`src/rtl/coin_acceptor.sv`:
```
// rtl/coin_acceptor.sv - synchronise/debounce three coin sensors, encode accepted coins into a small FIFO
module coin_acceptor #(
    parameter int DEBOUNCE_CYCLES = 4,
    parameter int FIFO_DEPTH      = 4,
    parameter int CNT_W           = 3
) (
    input  logic             clk,
    input  logic             reset,
    input  logic             coin_10,
    input  logic             coin_20,
    input  logic             coin_50,
    output logic [1:0]       money,
    output logic             money_valid,
    input  logic             money_ready,
    output logic             reject,
    output logic             overflow,
    output logic [CNT_W-1:0] fifo_count
);

    localparam int               PTR_W    = (FIFO_DEPTH > 1) ? $clog2(FIFO_DEPTH) : 1;
    localparam logic [7:0]       DB_MAX   = 8'(DEBOUNCE_CYCLES);
    localparam logic [CNT_W-1:0] FULL_CNT = CNT_W'(FIFO_DEPTH);

    typedef enum logic [1:0] {IDLE, QUAL, ACCEPT, WAIT_REL} state_t;

    logic [2:0]       sync_a;
    logic [2:0]       pat;
    state_t           state;
    logic [2:0]       latched;
    logic [7:0]       cnt;
    logic             one_hot;
    logic             multi;
    logic             pop;
    logic             push;
    logic [1:0]       code;
    logic [1:0]       mem [FIFO_DEPTH];
    logic [PTR_W-1:0] wr_ptr;
    logic [PTR_W-1:0] rd_ptr;

    always_ff @(posedge clk or negedge reset) begin
        if (!reset) begin
            sync_a <= 3'b000;
            pat    <= 3'b000;
        end else begin
            sync_a <= {coin_50, coin_20, coin_10};
            pat    <= sync_a;
        end
    end

    assign one_hot = (pat != 3'b000) && ((pat & (pat - 3'd1)) == 3'b000);
    assign multi   = (pat != 3'b000) && !one_hot;
    assign code    = latched[2] ? 2'b10 : (latched[1] ? 2'b01 : 2'b00);

    assign money_valid = (fifo_count != '0);
    assign pop         = money_valid && money_ready;
    // A pop in the same cycle frees the slot, so a full FIFO can still accept.
    assign push        = (state == ACCEPT) && ((fifo_count != FULL_CNT) || pop);
    assign money       = money_valid ? mem[rd_ptr] : 2'b00;

    always_ff @(posedge clk or negedge reset) begin
        if (!reset) begin
            state    <= IDLE;
            latched  <= 3'b000;
            cnt      <= 8'd0;
            reject   <= 1'b0;
            overflow <= 1'b0;
        end else begin
            reject   <= 1'b0;
            overflow <= 1'b0;
            case (state)
                IDLE: begin
                    if (one_hot) begin
                        latched <= pat;
                        cnt     <= 8'd1;
                        state   <= QUAL;
                    end else if (multi) begin
                        reject  <= 1'b1;
                        cnt     <= 8'd0;
                        state   <= WAIT_REL;
                    end
                end
                QUAL: begin
                    if (pat == latched) begin
                        if (cnt == DB_MAX) state <= ACCEPT;
                        else               cnt   <= cnt + 8'd1;
                    end else if (pat == 3'b000) begin
                        cnt   <= 8'd0;
                        state <= IDLE;
                    end else if (one_hot) begin
                        latched <= pat;
                        cnt     <= 8'd1;
                    end else begin
                        reject <= 1'b1;
                        cnt    <= 8'd0;
                        state  <= WAIT_REL;
                    end
                end
                ACCEPT: begin
                    overflow <= !push;
                    cnt      <= 8'd0;
                    state    <= WAIT_REL;
                end
                WAIT_REL: begin
                    // Lines must read idle for a full debounce window before rearming.
                    if (pat != 3'b000) begin
                        cnt <= 8'd0;
                    end else if (cnt == DB_MAX - 8'd1) begin
                        cnt   <= 8'd0;
                        state <= IDLE;
                    end else begin
                        cnt <= cnt + 8'd1;
                    end
                end
                default: state <= IDLE;
            endcase
        end
    end

    always_ff @(posedge clk) begin
        if (push) mem[wr_ptr] <= code;
    end

    always_ff @(posedge clk or negedge reset) begin
        if (!reset) begin
            wr_ptr     <= '0;
            rd_ptr     <= '0;
            fifo_count <= '0;
        end else begin
            if (push) wr_ptr <= wr_ptr + 1'b1;
            if (pop)  rd_ptr <= rd_ptr + 1'b1;
            case ({push, pop})
                2'b10:   fifo_count <= fifo_count + 1'b1;
                2'b01:   fifo_count <= fifo_count - 1'b1;
                default: fifo_count <= fifo_count;
            endcase
        end
    end

endmodule

```
`config.mk`:
```
export PLATFORM = sky130hd
export DESIGN_NAME = coin_acceptor
export DESIGN_NICKNAME = d
export VERILOG_FILES = /design/src/rtl/coin_acceptor.sv
export SDC_FILE = /design/constraint.sdc
export NUM_CORES = 1
export LEC_CHECK = 0
export BUFFER_PORTS_ARGS = -buffer_cell sky130_fd_sc_hd__buf_2
export CELL_PAD_IN_SITES_DETAIL_PLACEMENT = 2
export CELL_PAD_IN_SITES_GLOBAL_PLACEMENT = 2
export CORE_UTILIZATION = 43
export DETAILED_ROUTE_END_ITERATION = 10
export PLACE_DENSITY_LB_ADDON = 0.25
export SYNTH_ARGS = -nofsm -noshare
export SYNTH_HDL_FRONTEND = slang
export SYNTH_SLANG_ARGS = --single-unit
```
`constraint.sdc`:
```
create_clock -name clk -period 4.7 [get_ports clk]
set_input_delay 1.175 -clock clk [delete_from_list [all_inputs] [get_ports clk]]
set_output_delay 1.175 -clock clk [all_outputs]
set_load 0.02 [all_outputs]
```
==> impl_metrics.json, run 1 <==
{
  "vdd_drop_max_mv": 0.217,
  "cts_buffer_depth": 2,
  "fin_util_pct": 52.4,
  "root_buffer": "clkbuf_8",
  "die_x_um": 66.2,
  "htreeDepth": 2,
  "powerDensity_nw_per_um2": 434,
  "fin_setup_tns_ps": 0,
  "ys_async_sr_fraction_pct": 77.8,
  "synthCells": 151,
  "tightest_slew_ps": 668,
  "min_path_cells": 0,
  "ys_warn_count": 0,
  "grt_max_degree": 29,
  "status": "completed",
  "hold_class": "reg2reg",
  "cts.sinks": 36,
  "drive_above_1_share_pct": 22.0,
  "nFillCells": 385,
  "wl_mm": 3.66,
  "grt_pass1_vias": 1315,
  "rsz0062_at_grt": "false",
  "antennaDiodeCount": 0,
  "cts_inserted_buffers": 5,
  "reg2reg_depth": 5,
  "cts.repair.resized": 0,
  "die_area_um2": 4380,
  "num_io_pins": 14,
  "drt-pass1-iter-count": 4,
  "antenna_found_initial": 0,
  "grt_overflow": 0,
  "reg2reg_from": "cnt[3]$_DFFE_PN0P_",
  "finClkSkew_ps": 4.47,
  "syn-num-nets": 164,
  "clkSlewWorstSetupHoldPaths_ps": 70,
  "power_uw": 865,
  "crit_required_ps": 3520,
  "synth_cell_type_count": 42,
  "startpoint_type": "flop",
  "cts_tree": "yes",
  "max_freq_ghz": 0.358,
  "globalRouteTotalUtil_pct": 20.7,
  "route.detailed.drc": 0,
  "slew_violations": 0,
  "clk_latency_ps": 290,
  "crit_type": "reg2out",
  "nNetsFinal": 180,
  "gp_congestion": 0.691,
  "hold_viol": 0,
  "ys_ff_latch": 36,
  "coreArea_um2": 3800,
  "arrival_ps": 1620,
  "num_vias": 1172,
  "synth.avg_cell_area_um2": 11.7,
  "initialDrtViolationCount": 82,
  "post-dp-hpwl_mm": 2.82,
  "wl_per_cell_um": 16.9,
  "via_per_inst": 5.43,
  "synth-seq-area-share_pct": 53.1,
  "min_to": "pat[2]$_DFF_PN0_",
  "p_leak_uw": 0.000850,
  "layout_min_cycle_time_ps": 2790,
  "reg2reg_slack_ps": 2760,
  "synthesis.area_um2": 1770,
  "drtAntennaViolNets": 0,
  "num_rows": 22,
  "fin_crit_sh_pct": 59.4,
  "grt_pass1_wl_mm": 6.52,
  "slew_headroom_pct": 55.4,
  "start_util_pct": 46.7,
  "end_kind": "primary output",
  "setup_violations": 0,
  "worstHoldStart": "sync_a[2]$_DFF_PN0_",
  "holdBufCountCts": 0,
  "synth_edf_count": 8,
  "cts_setup_buffers": 0,
  "crit_fanout": 4,
  "place.port_buffers": 13,
  "r2r_end": "cnt[4]$_DFFE_PN0P_",
  "cap_violations": 0,
  "chipHeight_um": 66.2,
  "area_growth_pct": 12.3,
  "synth_flop_cell": "dfrtp_1"
}
[power breakdown]
group / internal [µW] / switching [µW] / total [µW]
registers: 354 / 41.3 / 395
logic: 88.8 / 110 / 199
clock network: 157 / 114 / 271
[cells in the mapped netlist (all sizes together) (5+ instances only)]
master	count	area [µm²]
nor2b	5	31.3
xnor2	10	87.6
and3	6	38.8
inv	8	30.0
edfxtp	8	240
ha	6	75.1
dfrtp	28	701
o21ai	9	45.0
nand2	10	37.5
nor2	10	37.5
and2	8	53.8
[cell usage in the layout (no fill, tap or decap), drive strengths merged, types with 2 or more instances in the layout]
cell type	instances
edfxtp	8
buf	13
a21oi	4
nor2b	5
nand3	4
and2	8
dfrtp	28
and3	6
clkbuf	5
ha	6
mux2	3
a31oi	2
inv	8
xor2	2
o21ai	9
nand2	10
nor2	10
or3	3
mux4	2
a22o	3
xnor2	10
nand2b	2
[registers in the layout (all words and copies together), names as in the netlist]
name	count
cnt	8
mem	8
fifo_count	3
latched	3
pat	3
sync_a	3
rd_ptr	2
state	2
wr_ptr	2
overflow	1
reject	1
[layout make-up]
class	instances	area (µm²)	area share (%)
inverters	8	30.0	1.51
repair buffers	13	65.1	3.27
multi-input cells	103	783	39.3
clock buffers	5	68.8	3.46
flip-flops and latches	36	941	47.3
well taps	48	60.1	3.02
clock inverters	3	42.5	2.14
[how the worst max path moves through the flow]
stage | startpoint | endpoint | slack, ps
after floorplan | fifo_count[1]$_DFFE_PN0P_ | money[0] | 2230
after global placement | money_ready | mem[3][0]$_DFFE_PP_ | 2190
after detailed placement | money_ready | fifo_count[1]$_DFFE_PN0P_ | 2090
after CTS | rd_ptr[0]$_DFFE_PN0P_ | money[1] | 1880
after global routing | rd_ptr[0]$_DFFE_PN0P_ | money[1] | 1830
final | rd_ptr[0]$_DFFE_PN0P_ | money[1] | 1910
[critical path, cell delays in order, from the launching register on]
cell	delay (ps)
dfrtp_1	470
mux4_2	540
and2_1	170
buf_2	150
[stage by stage]
stage / cell area [µm²] / worst slack (ps) / hold slack [ps] / cells
detailed placement: 1880 / 2090 / 338 / 208
global route: 1990 / 1830 / 367 / 216
CTS: 1990 / 1880 / 364 / 216
global placement: 1880 / 2190 / 336 / 208
floorplan: 1770 / 2230 / 331 / 151
finish: 1990 / 1910 / 357 / 216
[metal layers]
| metal | vias to the layer above | share of wire, % | track usage (%) |
|---|---|---|---|
| met1 | 598 | 44 | 25.1 |
| li1 | 554 | - | - |
| met2 | 16 | 52 | 35.1 |
| met3 | 4 | 2.6 | 5.17 |
| met5 | - | 0 | 0 |
| met4 | 0 | 1.4 | 7.98 |
[cells by family (layout without fill, tap and decap cells)]
logic type	after synthesis	count (layout)	share of synthesized area, %
mux	5	5	4.45
fa+ha+maj	7	7	5.36
buf+inv	12	29	2.75
compound gates	23	23	9.39
xor+xnor	12	12	5.93
flops	36	36	53.1
simple gates	56	56	19.1
Note: power is estimated with default switching activity, not from simulation.
==> run 2, diff against run 1 <==
Settings changed: CORE_UTILIZATION 43 to 36.
Clock period 4.7 ns to 2.4 ns, I/O delays scaled along.
==> impl_metrics.json, run 2 (synthesis gave the netlist of run 1 again) <==
{
  "power_switching_uw": 525,
  "power_frac_clock_pct": 26.4,
  "tightest_slew_ps": 721,
  "nFillCells": 491,
  "wl_mm": 3.76,
  "slew_violations": 0,
  "clk_latency_ps": 290,
  "cts_tree": "yes",
  "fin_cells": 235,
  "p_leak_uw": 0.000842,
  "cap_violations": 0,
  "layout_min_cycle_time_ps": 2230,
  "holdBufCountCts": 0,
  "grt_pass1_wl_mm": 6.33,
  "slew_headroom_pct": 51.8,
  "final_cell_mix": "dfrtp_1 (28), buf_2 (13), xnor2_1 (10), nand2_1 (10), nor2_1 (10)",
  "cts.repair.resized": 0,
  "crit_type": "reg2out",
  "fin_setup_tns_ps": 0,
  "drive_above_1_share_pct": 21.4,
  "vdd_drop_max_mv": 0.436,
  "nNetsFinal": 180,
  "die_area_um2": 5210,
  "fin_crit_sh_pct": 92.8,
  "start_util_pct": 37.5,
  "status": "completed",
  "max_freq_ghz": 0.449,
  "wl_per_cell_um": 16.0,
  "antenna_found_initial": 0,
  "startpoint_type": "flop",
  "top_regs": "cnt (8), mem (8)",
  "cts_inserted_buffers": 5,
  "powerDensity_nw_per_um2": 801,
  "hold_class": "in2async",
  "post-dp-hpwl_mm": 2.85,
  "arrival_ps": 1630,
  "root_buffer": "clkbuf_8",
  "via_per_inst": 4.88,
  "htreeDepth": 2,
  "chipHeight_um": 72.2,
  "end_kind": "primary output",
  "crit_fanout": 4,
  "grt_pass1_vias": 1296,
  "gp_congestion": 0.733,
  "hold_viol": 0,
  "grt_overflow": 0,
  "fin_util_pct": 42.1,
  "coreArea_um2": 4720,
  "num_vias": 1146,
  "antennaDiodeCount": 0,
  "multiInputGateArea_um2": 783,
  "combinationalPowerShare_pct": 24.9,
  "cts_buffer_depth": 2,
  "num_rows": 25,
  "fin_area_um2": 1990,
  "drt-pass1-iter-count": 4,
  "drtAntennaViolNets": 0,
  "sw_frac_of_total_pct": 32.9,
  "final_common_cell": "dfrtp_1",
  "cts.sinks": 36,
  "grt_max_degree": 29,
  "area_growth_pct": 12.2,
  "crit_required_ps": 1800,
  "num_io_pins": 14,
  "place.port_buffers": 13,
  "seqCellArea_um2": 941,
  "finClkSkew_ps": 7.33,
  "clkSlewWorstSetupHoldPaths_ps": 70,
  "die_x_um": 72.2,
  "intPower_uw": 1070,
  "initialDrtViolationCount": 8,
  "route.detailed.drc": 0,
  "cts_setup_buffers": 0,
  "p_seq_share_pct": 48.6,
  "placedCellCount": 227,
  "placed_cell_area_um2": 1900,
  "setup_violations": 0,
  "globalRouteTotalUtil_pct": 16.7,
  "rsz0062_at_grt": "false"
}
==> run 2: cell count changes in the layout (fill, tap and decap cells not counted) <==
cell,previous run,this run
clkinvlp_4,1,0
clkinv_1,0,1
bufinv_16,1,0
inv_6,0,1
==> run 2: final timing paths <==
check	start	end	slack, ps	depth (start not counted)
min in group clk	sync_a[1]$_DFF_PN0_	pat[1]$_DFF_PN0_	350	0
setup reg to reg	cnt[3]$_DFFE_PN0P_	cnt[4]$_DFFE_PN0P_	470	5
max in group asynchronous	reset	latched[1]$_DFFE_PN0P_	1660	1
hold / removal	reset	fifo_count[2]$_DFFE_PN0P_	320	1
hold reg to reg	sync_a[1]$_DFF_PN0_	pat[1]$_DFF_PN0_	350	0
setup / recovery	rd_ptr[0]$_DFFE_PN0P_	money[1]	170	3
==> run 2: worst max-delay path, stage by stage (launching register included) <==
cell and delay [ps]:
dfrtp_1 470, mux4_2 540, and2_1 170, buf_2 150
==> run 2: per-stage QoR <==
stage	setup WS, ps	power [µW]	hold WS (ps)
floorplan	385	1050	304
global placement	447	1160	333
detailed placement	356	1200	345
CTS	132	1630	339
global route	85.6	1700	360
finish	174	1590	322
==> run 2: final cells by class <==
class                           count  area share (%)
Clock buffer                        5            3.46
Clock inverter                      3           0.881
Inverter                            8            1.51
Multi-Input combinational cell    103            39.4
Sequential cell                    36            47.3
Tap cell                           67            4.21
Timing Repair Buffer               13            3.27
==> run 2: power groups by stage <==
stage	Clock [µW]	Combinational [µW]	Sequential, µW
floorplan	0	256	793
global placement	0	377	778
detailed placement	0	407	789
CTS	446	410	777
global route	468	442	790
finish	421	398	776
==> run 2: layer usage <==
metal / vias to the layer above / track usage, % / part of all wire [%]
met4: 0 / 6.54 / 1.5
met1: 570 / 19.8 / 44
li1: 552 / - / -
met2: 18 / 28.1 / 51
met3: 6 / 5.42 / 3.2
met5: - / 0 / 0
==> run 3, diff against run 2 <==
Settings changed: PLACE_DENSITY from default to 0.86, PLACE_DENSITY_LB_ADDON 0.25 to default.
==> impl_metrics.json, run 3 (synthesis gave the netlist of run 1 again) <==
{
  "status": "completed",
  "powerDensity_nw_per_um2": 821,
  "gp_congestion": 0.894,
  "htreeDepth": 2,
  "setup_violations": 0,
  "drt-pass1-iter-count": 2,
  "crit_type": "reg2out",
  "cts_tree": "yes",
  "fin_area_um2": 2000,
  "slew_violations": 0,
  "coreArea_um2": 4720,
  "cts_setup_buffers": 0,
  "layout_min_cycle_time_ps": 2220,
  "num_io_pins": 14,
  "crit_fanout": 4,
  "max_freq_ghz": 0.451,
  "reg2reg_depth": 5,
  "drtAntennaViolNets": 0,
  "wl_mm": 3.90,
  "post-dp-hpwl_mm": 2.98,
  "end_kind": "primary output",
  "via_per_inst": 5.00,
  "grt_overflow": 0,
  "hold_viol": 0,
  "root_buffer": "clkbuf_8",
  "grt_max_degree": 29,
  "hold_class": "in2async",
  "fin_setup_tns_ps": 0,
  "final_common_cell": "dfrtp_1",
  "grt_pass1_wl_mm": 6.69,
  "holdBufCountCts": 0,
  "placed_cell_area_um2": 1900,
  "clk_latency_ps": 290,
  "cts_inserted_buffers": 5,
  "drive_above_1_share_pct": 21.4,
  "clkSlewWorstSetupHoldPaths_ps": 70,
  "finClkSkew_ps": 8.32,
  "vdd_drop_max_mv": 0.331,
  "startpoint_type": "flop",
  "p_leak_uw": 0.000847,
  "die_x_um": 72.2,
  "wl_per_cell_um": 16.6,
  "die_area_um2": 5210,
  "antenna_found_initial": 0,
  "num_rows": 25,
  "cts.repair.resized": 0,
  "globalRouteTotalUtil_pct": 17.1,
  "start_util_pct": 37.5,
  "arrival_ps": 1620,
  "crit_required_ps": 1800,
  "area_growth_pct": 13.0,
  "tightest_slew_ps": 649,
  "final_cell_mix": "dfrtp_1 (28), buf_2 (13), xnor2_1 (10), nand2_1 (10), nor2_1 (10)",
  "initialDrtViolationCount": 45,
  "chipHeight_um": 72.2,
  "route.detailed.drc": 0,
  "nNetsFinal": 180,
  "fin_crit_sh_pct": 92.3,
  "slew_headroom_pct": 56.7,
  "place.port_buffers": 13,
  "rsz0062_at_grt": "false",
  "cap_violations": 0,
  "cts.sinks": 36,
  "cts_buffer_depth": 2,
  "grt_pass1_vias": 1381,
  "top_regs": "cnt (8), mem (8)",
  "num_vias": 1175,
  "antennaDiodeCount": 0
}
-- run 3: cell types whose count changed in the layout (fill, tap and decap cells not counted), sizes merged --
cell / before / now
inv: 9 / 8
clkinv: 2 / 0
clkbuf: 5 / 8
-- run 3: report_power, final --
group | switching (µW) | internal [µW] | total, µW
Sequential | 80.3 | 693 | 773
Clock | 209 | 262 | 471
Combinational | 227 | 174 | 401
-- run 3: area by class of cell --
cell class                      count  area, µm²
Multi-Input combinational cell    103        783
Tap cell                           67       83.8
Timing Repair Buffer               13       65.1
Inverter                            8       30.0
Fill cell                         490       2720
Sequential cell                    36        941
Clock buffer                        8        100
-- run 3: worst paths after layout --
check                                      startpoint                   endpoint  slack, ps
worst min-delay path                            reset      rd_ptr[0]$_DFFE_PN0P_        320
worst min register to register    sync_a[2]$_DFF_PN0_           pat[2]$_DFF_PN0_        350
max in group asynchronous                       reset  fifo_count[2]$_DFFE_PN0P_       1640
worst max register to register       pat[0]$_DFF_PN0_     latched[1]$_DFFE_PN0P_        480
min in group clk                  sync_a[2]$_DFF_PN0_           pat[2]$_DFF_PN0_        350
worst max-delay path            rd_ptr[0]$_DFFE_PN0P_                   money[1]        180
-- run 3: worst max-delay path, cell delays in order (launching register included) --
cell	delay [ps]
dfrtp_1	460
mux4_2	540
and2_1	180
buf_2	150
-- run 3: metal layers --
| metal | up-vias | track usage (%) | routed length (µm) |
|---|---|---|---|
| li1 | 553 | - | - |
| met1 | 599 | 19.0 | 1650 |
| met2 | 18 | 32.1 | 2090 |
| met3 | 5 | 4.17 | 110 |
| met4 | 0 | 5.23 | 54 |
| met5 | - | 0 | 0 |
-- run 3: through the flow --
stage / utilization [%] / power (µW) / std cells / hold WS (ps) / setup WS (ps)
final: 42.4 / 1650 / 235 / 324 / 185
after global routing: 42.4 / 1730 / 235 / 372 / 120
after CTS: 42.4 / 1670 / 235 / 355 / 162
after detailed placement: 40.3 / 1190 / 227 / 340 / 410
after global placement: 40.3 / 1150 / 227 / 335 / 467
after floorplan: - / 1050 / 151 / 304 / 385
